## src/rtl/uart_bus_arbiter.sv

```systemverilog
// Round-robin arbiter sharing the UART host register bus between two requesters.
// Each access is SETUP, HOLD_CYCLES of CS low, then RECOVERY_CYCLES of CS high.
module uart_bus_arbiter #(
    parameter int unsigned HOLD_CYCLES     = 4,
    parameter int unsigned RECOVERY_CYCLES = 2
) (
    input  logic       clk_i,
    input  logic       rst_n_i,
    input  logic [1:0] req_i,
    input  logic [1:0] we_i,
    input  logic [2:0] addr0_i,
    input  logic [2:0] addr1_i,
    input  logic [7:0] wdata0_i,
    input  logic [7:0] wdata1_i,
    output logic [1:0] gnt_o,
    output logic [1:0] done_o,
    output logic [7:0] rdata_o,
    output logic       busy_o,
    output logic       uart_cs_n_o,
    output logic       uart_rw_o,
    output logic [2:0] uart_addr_o,
    output logic [7:0] uart_data_o,
    output logic       uart_data_oe_o,
    input  logic [7:0] uart_data_i
);

    typedef enum logic [1:0] {
        IDLE    = 2'd0,
        SETUP   = 2'd1,
        ACCESS  = 2'd2,
        RECOVER = 2'd3
    } state_e;

    localparam logic [3:0] HOLD_LAST = 4'(HOLD_CYCLES - 1);
    localparam logic [3:0] REC_LAST  = 4'(RECOVERY_CYCLES - 1);

    state_e     state_q, state_d;
    logic [3:0] cnt_q, cnt_d;
    logic       owner_q, owner_d;
    logic       last_q, last_d;
    logic       we_q, we_d;
    logic [2:0] addr_q, addr_d;
    logic [7:0] wdata_q, wdata_d;
    logic [7:0] rdata_q, rdata_d;
    logic       winner;
    logic       access_end;

    // On a tie the requester that was not served last wins.
    always_comb begin
        if (req_i == 2'b11) begin
            winner = ~last_q;
        end else begin
            winner = req_i[1];
        end
    end

    assign access_end = (state_q == ACCESS) && (cnt_q == HOLD_LAST);

    always_ff @(posedge clk_i or negedge rst_n_i) begin
        if (!rst_n_i) begin
            state_q <= IDLE;
            cnt_q   <= '0;
            owner_q <= 1'b0;
            last_q  <= 1'b1;
            we_q    <= 1'b0;
            addr_q  <= '0;
            wdata_q <= '0;
            rdata_q <= '0;
        end else begin
            state_q <= state_d;
            cnt_q   <= cnt_d;
            owner_q <= owner_d;
            last_q  <= last_d;
            we_q    <= we_d;
            addr_q  <= addr_d;
            wdata_q <= wdata_d;
            rdata_q <= rdata_d;
        end
    end

    always_comb begin
        state_d = state_q;
        cnt_d   = cnt_q;
        case (state_q)
            IDLE: begin
                if (|req_i) begin
                    state_d = SETUP;
                end
            end
            SETUP: begin
                state_d = ACCESS;
                cnt_d   = '0;
            end
            ACCESS: begin
                if (cnt_q == HOLD_LAST) begin
                    state_d = RECOVER;
                    cnt_d   = '0;
                end else begin
                    cnt_d = cnt_q + 4'd1;
                end
            end
            RECOVER: begin
                if (cnt_q == REC_LAST) begin
                    state_d = IDLE;
                    cnt_d   = '0;
                end else begin
                    cnt_d = cnt_q + 4'd1;
                end
            end
            default: begin
                state_d = IDLE;
                cnt_d   = '0;
            end
        endcase
    end

    // Requester inputs are only sampled at grant; the latched copies drive the bus.
    always_comb begin
        owner_d = owner_q;
        last_d  = last_q;
        we_d    = we_q;
        addr_d  = addr_q;
        wdata_d = wdata_q;
        rdata_d = rdata_q;
        if ((state_q == IDLE) && (|req_i)) begin
            owner_d = winner;
            we_d    = we_i[winner];
            addr_d  = winner ? addr1_i : addr0_i;
            wdata_d = winner ? wdata1_i : wdata0_i;
        end
        if (access_end) begin
            last_d = owner_q;
            if (!we_q) begin
                rdata_d = uart_data_i;
            end
        end
    end

    always_comb begin
        gnt_o          = '0;
        done_o         = '0;
        busy_o         = (state_q != IDLE);
        uart_cs_n_o    = (state_q != ACCESS);
        uart_rw_o      = ~we_q;
        uart_addr_o    = addr_q;
        uart_data_o    = wdata_q;
        uart_data_oe_o = 1'b0;
        rdata_o        = rdata_q;
        if ((state_q == SETUP) || (state_q == ACCESS)) begin
            gnt_o          = owner_q ? 2'b10 : 2'b01;
            uart_data_oe_o = we_q;
        end
        if ((state_q == RECOVER) && (cnt_q == 4'd0)) begin
            done_o = owner_q ? 2'b10 : 2'b01;
        end
    end

endmodule

```

## config.mk

```make
export PLATFORM = sky130hd
export DESIGN_NAME = uart_bus_arbiter
export DESIGN_NICKNAME = d
export VERILOG_FILES = /design/src/rtl/uart_bus_arbiter.sv
export SDC_FILE = /design/constraint.sdc
export NUM_CORES = 1
export LEC_CHECK = 0
export BUFFER_PORTS_ARGS = -buffer_cell sky130_fd_sc_hd__buf_2
export CAP_MARGIN = 30
export CORE_AREA = 2 2 57 59
export DETAILED_ROUTE_END_ITERATION = 12
export DIE_AREA = 0 0 59 61
export MAX_ROUTING_LAYER = met4
export PLACE_DENSITY_LB_ADDON = 0.2
export SETUP_SLACK_MARGIN = 0.15
export SYNTH_ARGS = -nofsm -noshare
export SYNTH_HDL_FRONTEND = slang
export SYNTH_SLANG_ARGS = --single-unit
```

## constraint.sdc

```tcl
create_clock -name clk_i -period 3.78 [get_ports clk_i]
set_input_delay 0 -clock clk_i [delete_from_list [all_inputs] [get_ports clk_i]]
set_output_delay 0 -clock clk_i [all_outputs]
set_load 0.02 [all_outputs]
```

== Word-level counts from Yosys, hierarchy flattened ==
Cells that the tools add are included.

* Logic and storage cells: 49
* Bits in registers: 28
* Output and inout bits: 27
* Input port bits: 36

* $add $sub $neg: 1
* Magnitude comparators: 1
* Bitwise operators: 2
* Equal/unequal tests: 10
* Mux-type cells: 16
* Reductions and logical operators: 11

{| class="wikitable"
|+ Operators by type and width
! cell !! count
|-
| 2-bit 2-to-1 mux || 6
|-
| 4-bit case mux with 3 select lines || 1
|-
| 4-bit 2-to-1 mux || 2
|-
| 8-bit 2-to-1 mux || 1
|-
| 2-bit inequality test (second input constant) || 4
|-
| 2-bit case mux with 4 select lines || 1
|-
| 2-bit == test (second input constant) || 3
|-
| 4-bit by 1-bit adder with 4-bit output (second input constant) || 1
|-
| 4-bit by 1-bit == test with 1-bit output (second input constant) || 1
|-
| 4-bit by 2-bit == test with 1-bit output (second input constant) || 1
|-
| 4-bit logical NOT || 1
|-
| 1-bit 2-to-1 mux || 4
|-
| 1-bit logical AND || 3
|-
| 3-bit 2-to-1 mux || 1
|-
| 3-bit AND reduction || 1
|-
| 3-bit nonzero test || 1
|-
| 2-bit by 1-bit == test with 1-bit output (second input constant) || 1
|-
| 2-bit logical NOT || 1
|-
| 1-bit by 2-bit < comparator with 1-bit output (second input constant) || 1
|-
| 1-bit inverter || 2
|-
| 2-bit AND reduction || 1
|-
| 2-bit nonzero test || 1
|-
| 2-bit OR reduction || 1
|-
| 1-bit logical OR || 1
|}

== Depth between registers and ports, before layout ==
Gate-level depths: netlist (run 1).

* Depth in word-level cells: 4
* Mapped depth: 6
* Mapped depth without buffers: 5

== Least setup slack after synthesis (run 1) ==
OpenSTA, ideal clock, no wires.

* Path type: reg2reg
* Start point: register state_q[0]
* End point: register state_q[1]
* Slack: 2.220 ns
* Stages on the path, launching flop included: 6
* Data required time: 3.655 ns
* Clock period less this slack: 1.560 ns
* Data arrival time: 1.435 ns
* Buffers on the path: 0
* Library setup time: 0.125 ns
* Cells stage by stage: dfrtp_1 -> inv_1 -> ha_1 -> or3b_1 -> o2111a_2 -> mux2_4

* Longest elaborated chain between the ends: 3
* Elaborated cells on any way between the ends: 9
* Classes of those cells: eq/ne: 6; mux: 1; reduce/logical: 2

{| class="wikitable"
|+ Ends and longest elaborated chain
! item !! RTL line !! source
|-
| from (decl) || 37 || <nowiki>state_e state_q, state_d;</nowiki>
|-
| from (signal assigned) || 70 || <nowiki>state_q <= state_d;</nowiki>
|-
| 2-bit == test or 2-bit logical NOT (tied branches) || 84 || <nowiki>case (state_q)</nowiki>
|-
| 2-bit inequality test (no line) || -- ||
|-
| 3-bit AND reduction (no line) || -- ||
|}

Parallel ways exist; a longest one is shown, timed or not.
A chain may end at the register's enable or synchronous reset.

== Worst setup path in the final report (run 1) ==
* Start point: register last_q
* End point: register wdata_q[7] (netlist: uart_data_o[7])

* Longest elaborated chain between the ends: 3

{| class="wikitable"
|+ Ends and longest elaborated chain
! item !! RTL line !! source
|-
| from (decl) || 40 || <nowiki>logic last_q, last_d;</nowiki>
|-
| from (signal assigned) || 73 || <nowiki>last_q <= last_d;</nowiki>
|-
| 1-bit inverter || 51 || <nowiki>winner = ~last_q;</nowiki>
|-
| 1-bit 2-to-1 mux || 50 || <nowiki>if (req_i == 2'b11) begin</nowiki>
|-
| 8-bit 2-to-1 mux || 129 || <nowiki>wdata_d = winner ? wdata1_i : wdata0_i;</nowiki>
|-
| to (signal assigned) || 76 || <nowiki>wdata_q <= wdata_d;</nowiki>
|-
| to (decl) || 43 || <nowiki>logic [7:0] wdata_q, wdata_d;</nowiki>
|}

No other way between the ends.

==> metrics.md, run 1 <==
| Metric | Value |
|---|---|
| Final Max Slew Viols | 0 |
| Root Buffer | clkbuf_4 |
| Drc violations | 0 |
| Tcrit/Tclk final | 0.5578 |
| Core box area | 2953 um^2 |
| GR Layer Usage met2 | 0.4063 |
| Post-CTS setup buffer count | 0 |
| HP Class | in2reg |
| Die X | 59 um |
| Sw Ratio | 0.4333 |
| Detailed Route WL | 3474 um |
| Antenna cell count | 0 |
| HPWL after DPL | 2302 um |
| F_max | 0.4743 GHz |
| IO Port Bufs | 62 |
| Largest net degree at the start of global routing | 29 |
| Max cap viols | 0 |
| Critical path type | reg2reg |
| Max VDD drop | 0.0003592 V |
| Status | finished clean |
| Layout area overhead | 48.86% |
| Cts hold-fix bufs | 33 |
| Bufs on Longest Clock Path | 2 |
| Setup crit start kind | register |
| Worst EP required | 3.99 ns |
| GR Overflow Total | 0 |
| Routed vias/inst | 5.078 |
| CP peak stage delay | 0.66 ns |
| DR pass1 iterations | 4 |
| P per Cell Area | 694.0 nW/um^2 |
| Clock network power share | 0.100 |
| Row count | 20 |
| Synth unique cells | 35 |
| Reg power frac | 0.347 |
| Leak | 1.112 nW |
| Final Wtd Congestion | 0.8125 |
| Vias in the first global route | 1363 |
| Non-Filler Instances | 256 |
| Critical Path Fanout Max | 13 |
| Commonest non-fill, non-tap cells in the layout | buf_2, dlygate4sd3_1, dfrtp_1, nand2_1, o21ai_0 |
| Syn Inst Count | 127 |
| GRT busiest layer | met2 |
| RSZ-0062 raised after global routing | false |
| GRT Util Overall | 0.2099 |
| Hold_ws | 0.1796 ns |
| CTS H-tree lvls | 1 |
| Worst EP arrival | 2.31 ns |
| DRT iter0 DRCs | 30 |
| Grt met3 use | 0.02985 |
| Synthesized flop and latch total | 28 |
| Vias | 1300 |
| Minimum clock period after layout | 2.108 ns |
| Sequential fraction of the synthesis area | 0.4912 |
| Total CTS buffers | 3 |
| Mean Syn Cell Area | 11.25 um^2 |
| # resized after CTS | 0 |
| Starting Density | 0.4839 |
| Ports | 63 |
| Met1 Usage GRT | 0.2089 |
| Internal | 0.0008366 W |
| Die area | 3599 um^2 |
| Final hold vios | 0 |
| Rel. slew slack | 0.4105 |
| # setup viols final | 0 |
| First-pass GRT wire length | 5533 um |
| Commonest non-fill, non-tap cell in the layout | buf_2 |
| Endpoint class of the critical path | register |
| Reg2reg path depth | 4 |
| Final net count | 268 |
| Crit-path cells | a21boi_2, mux2i_1, dlygate4sd3_1, o21ai_0 |
| Sink Count | 28 |
| DIE HEIGHT | 61 um |
| Logic pwr share | 0.553 |
| Initial antenna violation count | 0 |
| Sw Pwr | 0.0006396 W |
| Layout cells sized above 1 | 0.3677 |
| Cell Area, Synth | 1429 um^2 |
| CTS clk-pin slew, worst paths | 0.15 ns |
| Worst-Skew Late Latency | 0.33 ns |
| Hold path depth | 4 |
| YS warnings | 0 |
| Mapped Nets | 171 |
| Worst-margin pin slew | 0.8791 ns |
| CTS tree | built |
| Skew final | 0.004043 ns |
| WL/cell | 13.57 um |
| Antenna-violating nets left | 0 |
| Worst path slowest cell | a21boi_2 |
| Setup TNS | 0 ns |
| # placed instances | 219 |
==> registers in the layout, indices dropped and copies added (netlist names) <==
signal and cells:
cnt_q 4, state_q 2, we_q 1, uart_data_o 8, last_q 1, uart_addr_o 3
rdata_o 8, owner_q 1
==> power groups by stage <==
| stage | sequential (W) | combinational (W) | clock (W) |
|---|---|---|---|
| 4_1_cts | 0.000510 | 0.000818 | 0.000149 |
| 3_5_place_dp | 0.000515 | 0.000779 | 0 |
| 6_report | 0.000512 | 0.000816 | 0.000148 |
| 5_1_grt | 0.000530 | 0.000899 | 0.000159 |
| 2_1_floorplan | 0.000617 | 0.000431 | 0 |
| 3_3_place_gp | 0.000510 | 0.000752 | 0 |
==> path summary, 6_finish.rpt <==
kind	startpoint	end	slack, ns
worst max-delay path	last_q	uart_data_o[7]	1.67
worst min-delay path	req_i[0]	uart_data_o[4]	0.18
worst max register to register	last_q	uart_data_o[7]	1.67
worst min register to register	uart_data_o[2]	uart_data_o[2]	0.50
max in group asynchronous	rst_n_i	state_q[0]	3.18
min in group asynchronous	rst_n_i	rdata_o[3]	0.20
==> synth_stat cells (all sizes together) <==
master / number / area [um^2]
a21boi: 2 / 18.77
nor3: 1 / 5.000
o21bai: 2 / 15.01
nand2b: 3 / 18.77
o2bb2ai: 1 / 8.760
and2: 2 / 12.51
and3: 2 / 12.51
a21oi: 1 / 5.000
o32a: 1 / 11.26
mux2i: 12 / 120.1
or3b: 1 / 8.760
ha: 8 / 100.1
nand3: 1 / 5.000
mux2: 10 / 116.4
dfrtp: 27 / 675.7
nand2: 13 / 48.80
clkbuf: 1 / 3.750
buf: 3 / 23.77
a21o: 1 / 7.510
o21ai: 15 / 75.07
a22o: 2 / 17.52
nor2b: 1 / 6.260
dfstp: 1 / 26.28
o2111a: 1 / 12.51
a22oi: 1 / 7.510
inv: 8 / 30.03
and4: 1 / 8.760
nor2: 4 / 17.52
a311o: 1 / 10.01
==> cells by family after synthesis <==
kind of cell             Yosys count  synth area share
AO/OA/AOI/OAI                     28            0.1322
multiplexers                      22            0.1655
buffers and inverters             12           0.04028
adder cells (fa/ha/maj)            8           0.07006
flip-flops                        28            0.4912
AND/OR/NAND/NOR                   29            0.1007
==> layout make-up <==
cell class	count	area, um^2
clock buffers	4	36.28
fillers	224	825.8
inverters	8	30.03
multi-input cells	87	669.4
flip-flops and latches	28	701.9
well taps	33	41.29
repair buffers	96	648.1
==> worst max-delay path, delay by kind of cell (launching register included) <==
kind | cells | cell delay [ns]
buf+inv | 1 | 0.58
flops | 1 | 0.40
compound gates | 2 | 0.74
mux | 1 | 0.27
==> routing by layer <==
layer	part of all wire	wire length, um
met3	0.045	157
met2	0.54	1878
met5	0	0
met1	0.40	1390
met4	0.014	48
==> through the flow <==
step	cell area [um^2]	setup slack, ns	util	total power, W
global placement	1760	2.135	0.5962	0.001263
detailed placement	1760	2.070	0.5962	0.001294
global route	2127	1.508	0.7203	0.001587
CTS	2127	1.667	0.7203	0.001477
floorplan	1429	2.220	-	0.001048
finish	2127	1.672	0.7203	0.001476
(Power assumes the default switching activity.)
==> inputs of run 2 (changes only) <==
--- a/config.mk
+++ b/config.mk
@@ -7,9 +7,9 @@
 export LEC_CHECK = 0
 export BUFFER_PORTS_ARGS = -buffer_cell sky130_fd_sc_hd__buf_2
 export CAP_MARGIN = 30
-export CORE_AREA = 2 2 57 59
+export CORE_AREA = 2 2 62 64
 export DETAILED_ROUTE_END_ITERATION = 12
-export DIE_AREA = 0 0 59 61
+export DIE_AREA = 0 0 64 66
 export MAX_ROUTING_LAYER = met4
 export PLACE_DENSITY_LB_ADDON = 0.2
 export SETUP_SLACK_MARGIN = 0.15
==> constraint.sdc (replaced) <==
create_clock -name clk_i -period 1.75 [get_ports clk_i]
set_input_delay 0 -clock clk_i [delete_from_list [all_inputs] [get_ports clk_i]]
set_output_delay 0 -clock clk_i [all_outputs]
set_load 0.02 [all_outputs]
==> metrics.md, run 2 (same netlist as run 1, synthesis figures left out) <==
| Metric | Value |
|---|---|
| Tcrit/Tclk final | 0.9221 |
| Skew final | 0.001506 ns |
| DRT iter0 DRCs | 41 |
| DIE HEIGHT | 66 um |
| Detailed Route WL | 3622 um |
| HP Class | in2reg |
| Die area | 4224 um^2 |
| Rel. slew slack | 0.5969 |
| Layout cells sized above 1 | 0.4097 |
| Antenna-violating nets left | 0 |
| Sink Count | 28 |
| Setup TNS | 0 ns |
| Ports | 63 |
| Layout area overhead | 56.48% |
| Antenna cell count | 0 |
| First-pass GRT wire length | 5934 um |
| Status | finished clean |
| Commonest non-fill, non-tap cell in the layout | buf_2 |
| Vias | 1276 |
| Critical Path Fanout Max | 4 |
| Worst EP arrival | 1.84 ns |
| Worst-margin pin slew | 0.6047 ns |
| Placed Area | 1794 um^2 |
| Core box area | 3551 um^2 |
| Final hold vios | 0 |
| Worst EP required | 1.98 ns |
| Root Buffer | clkbuf_4 |
| Total CTS buffers | 3 |
| Internal | 0.001983 W |
| F_max | 0.6197 GHz |
| Final net count | 272 |
| Starting Density | 0.4024 |
| IO Port Bufs | 62 |
| # setup viols final | 0 |
| RSZ-0062 raised after global routing | true |
| Worst-Skew Late Latency | 0.33 ns |
| DR pass1 iterations | 4 |
| Design area | 2236 um^2 |
| GR Overflow Total | 0 |
| P per Cell Area | 1532 nW/um^2 |
| Logic pwr share | 0.553 |
| Drc violations | 0 |
| Bufs on Longest Clock Path | 2 |
| WL/cell | 13.17 um |
| GRT Util Overall | 0.1849 |
| Initial antenna violation count | 0 |
| Sw Ratio | 0.4211 |
| Row count | 22 |
| CTS clk-pin slew, worst paths | 0.15 ns |
| Critical path type | reg2reg |
| Fill cells | 297 |
| Minimum clock period after layout | 1.614 ns |
| Largest net degree at the start of global routing | 29 |
| Setup crit start kind | register |
| Die X | 64 um |
| Vias in the first global route | 1313 |
| Reg power frac | 0.324 |
| CTS tree | built |
| Hold_ws | 0.1116 ns |
| Leak | 1.143 nW |
| Routed vias/inst | 4.640 |
| HPWL after DPL | 2298 um |
| Sw Pwr | 0.001443 W |
| Clock network power share | 0.123 |
| Max cap viols | 0 |
| Final Max Slew Viols | 0 |
| CTS H-tree lvls | 1 |
| Commonest non-fill, non-tap cells in the layout | buf_2, dlygate4sd3_1, dfrtp_1, nand2_1, o21ai_0 |
| Endpoint class of the critical path | register |
| Max VDD drop | 0.0007051 V |
| Final Wtd Congestion | 0.8012 |
-- run 2: layer usage --
layer,up-vias,GRT usage,share of wire
met2,35,0.3229,0.54
met5,-,-,0
met1,599,0.2258,0.42
met4,0,0.02446,0.0039
met3,2,0.04089,0.039
li1,640,-,-
-- run 2: what timing repair did --
item	CTS	global route
gates resized for setup	6	6
hold buffers	33	0
setup endpoints to repair	11	24
hold endpoints to repair	47	0
setup buffers	1	1
pin swaps	0	1
-- run 2: path summary, 6_finish.rpt --
check | start | endpoint | slack (ns) | depth (start not counted)
max in group asynchronous | rst_n_i | state_q[1] | 1.13 | 2
hold reg to reg | uart_data_o[2] | uart_data_o[2] | 0.50 | 2
setup / recovery | state_q[1] | state_q[1] | 0.14 | 5
hold / removal | req_i[1] | owner_q | 0.11 | 3
min in group asynchronous | rst_n_i | cnt_q[1] | 0.19 | 2
setup reg to reg | state_q[1] | state_q[1] | 0.14 | 5
-- run 2: power by group through the flow --
stage	clock (W)	sequential (W)	combinational, W
2_1_floorplan	0	0.00133	0.000930
6_report	0.000422	0.00111	0.00189
5_1_grt	0.000469	0.00115	0.00208
4_1_cts	0.000434	0.00110	0.00183
3_3_place_gp	0	0.00110	0.00167
3_5_place_dp	0	0.00111	0.00172
-- run 2: cell type report --
| class | count | area (um^2) | share of cell area |
|---|---|---|---|
| multi-input combinational | 87 | 711.9 | 0.3184 |
| clock buffer | 3 | 22.52 | 0.01007 |
| sequential | 28 | 703.2 | 0.3145 |
| clock inverter | 1 | 30.03 | 0.01343 |
| tap | 48 | 60.06 | 0.02686 |
| inverter | 8 | 30.03 | 0.01343 |
| timing repair buffer | 100 | 678.2 | 0.3033 |
-- run 2: per-stage QoR --
stage	instances	worst slack, ns	util	power [W]
floorplan	127	0.1896	-	0.002263
global placement	236	0.1549	0.5053	0.002770
finish	275	0.1364	0.6297	0.003426
CTS	274	0.1213	0.6209	0.003364
global route	275	0.07533	0.6297	0.003697
detailed placement	236	0.06885	0.5053	0.002827
-- run 2: worst max-delay path, stage by stage, from the launching register on --
cell and delay [ns]:
dfrtp_2 0.48, inv_2 0.10, ha_4 0.15, or3b_1 0.34, o2111a_2 0.15, mux2_4 0.29
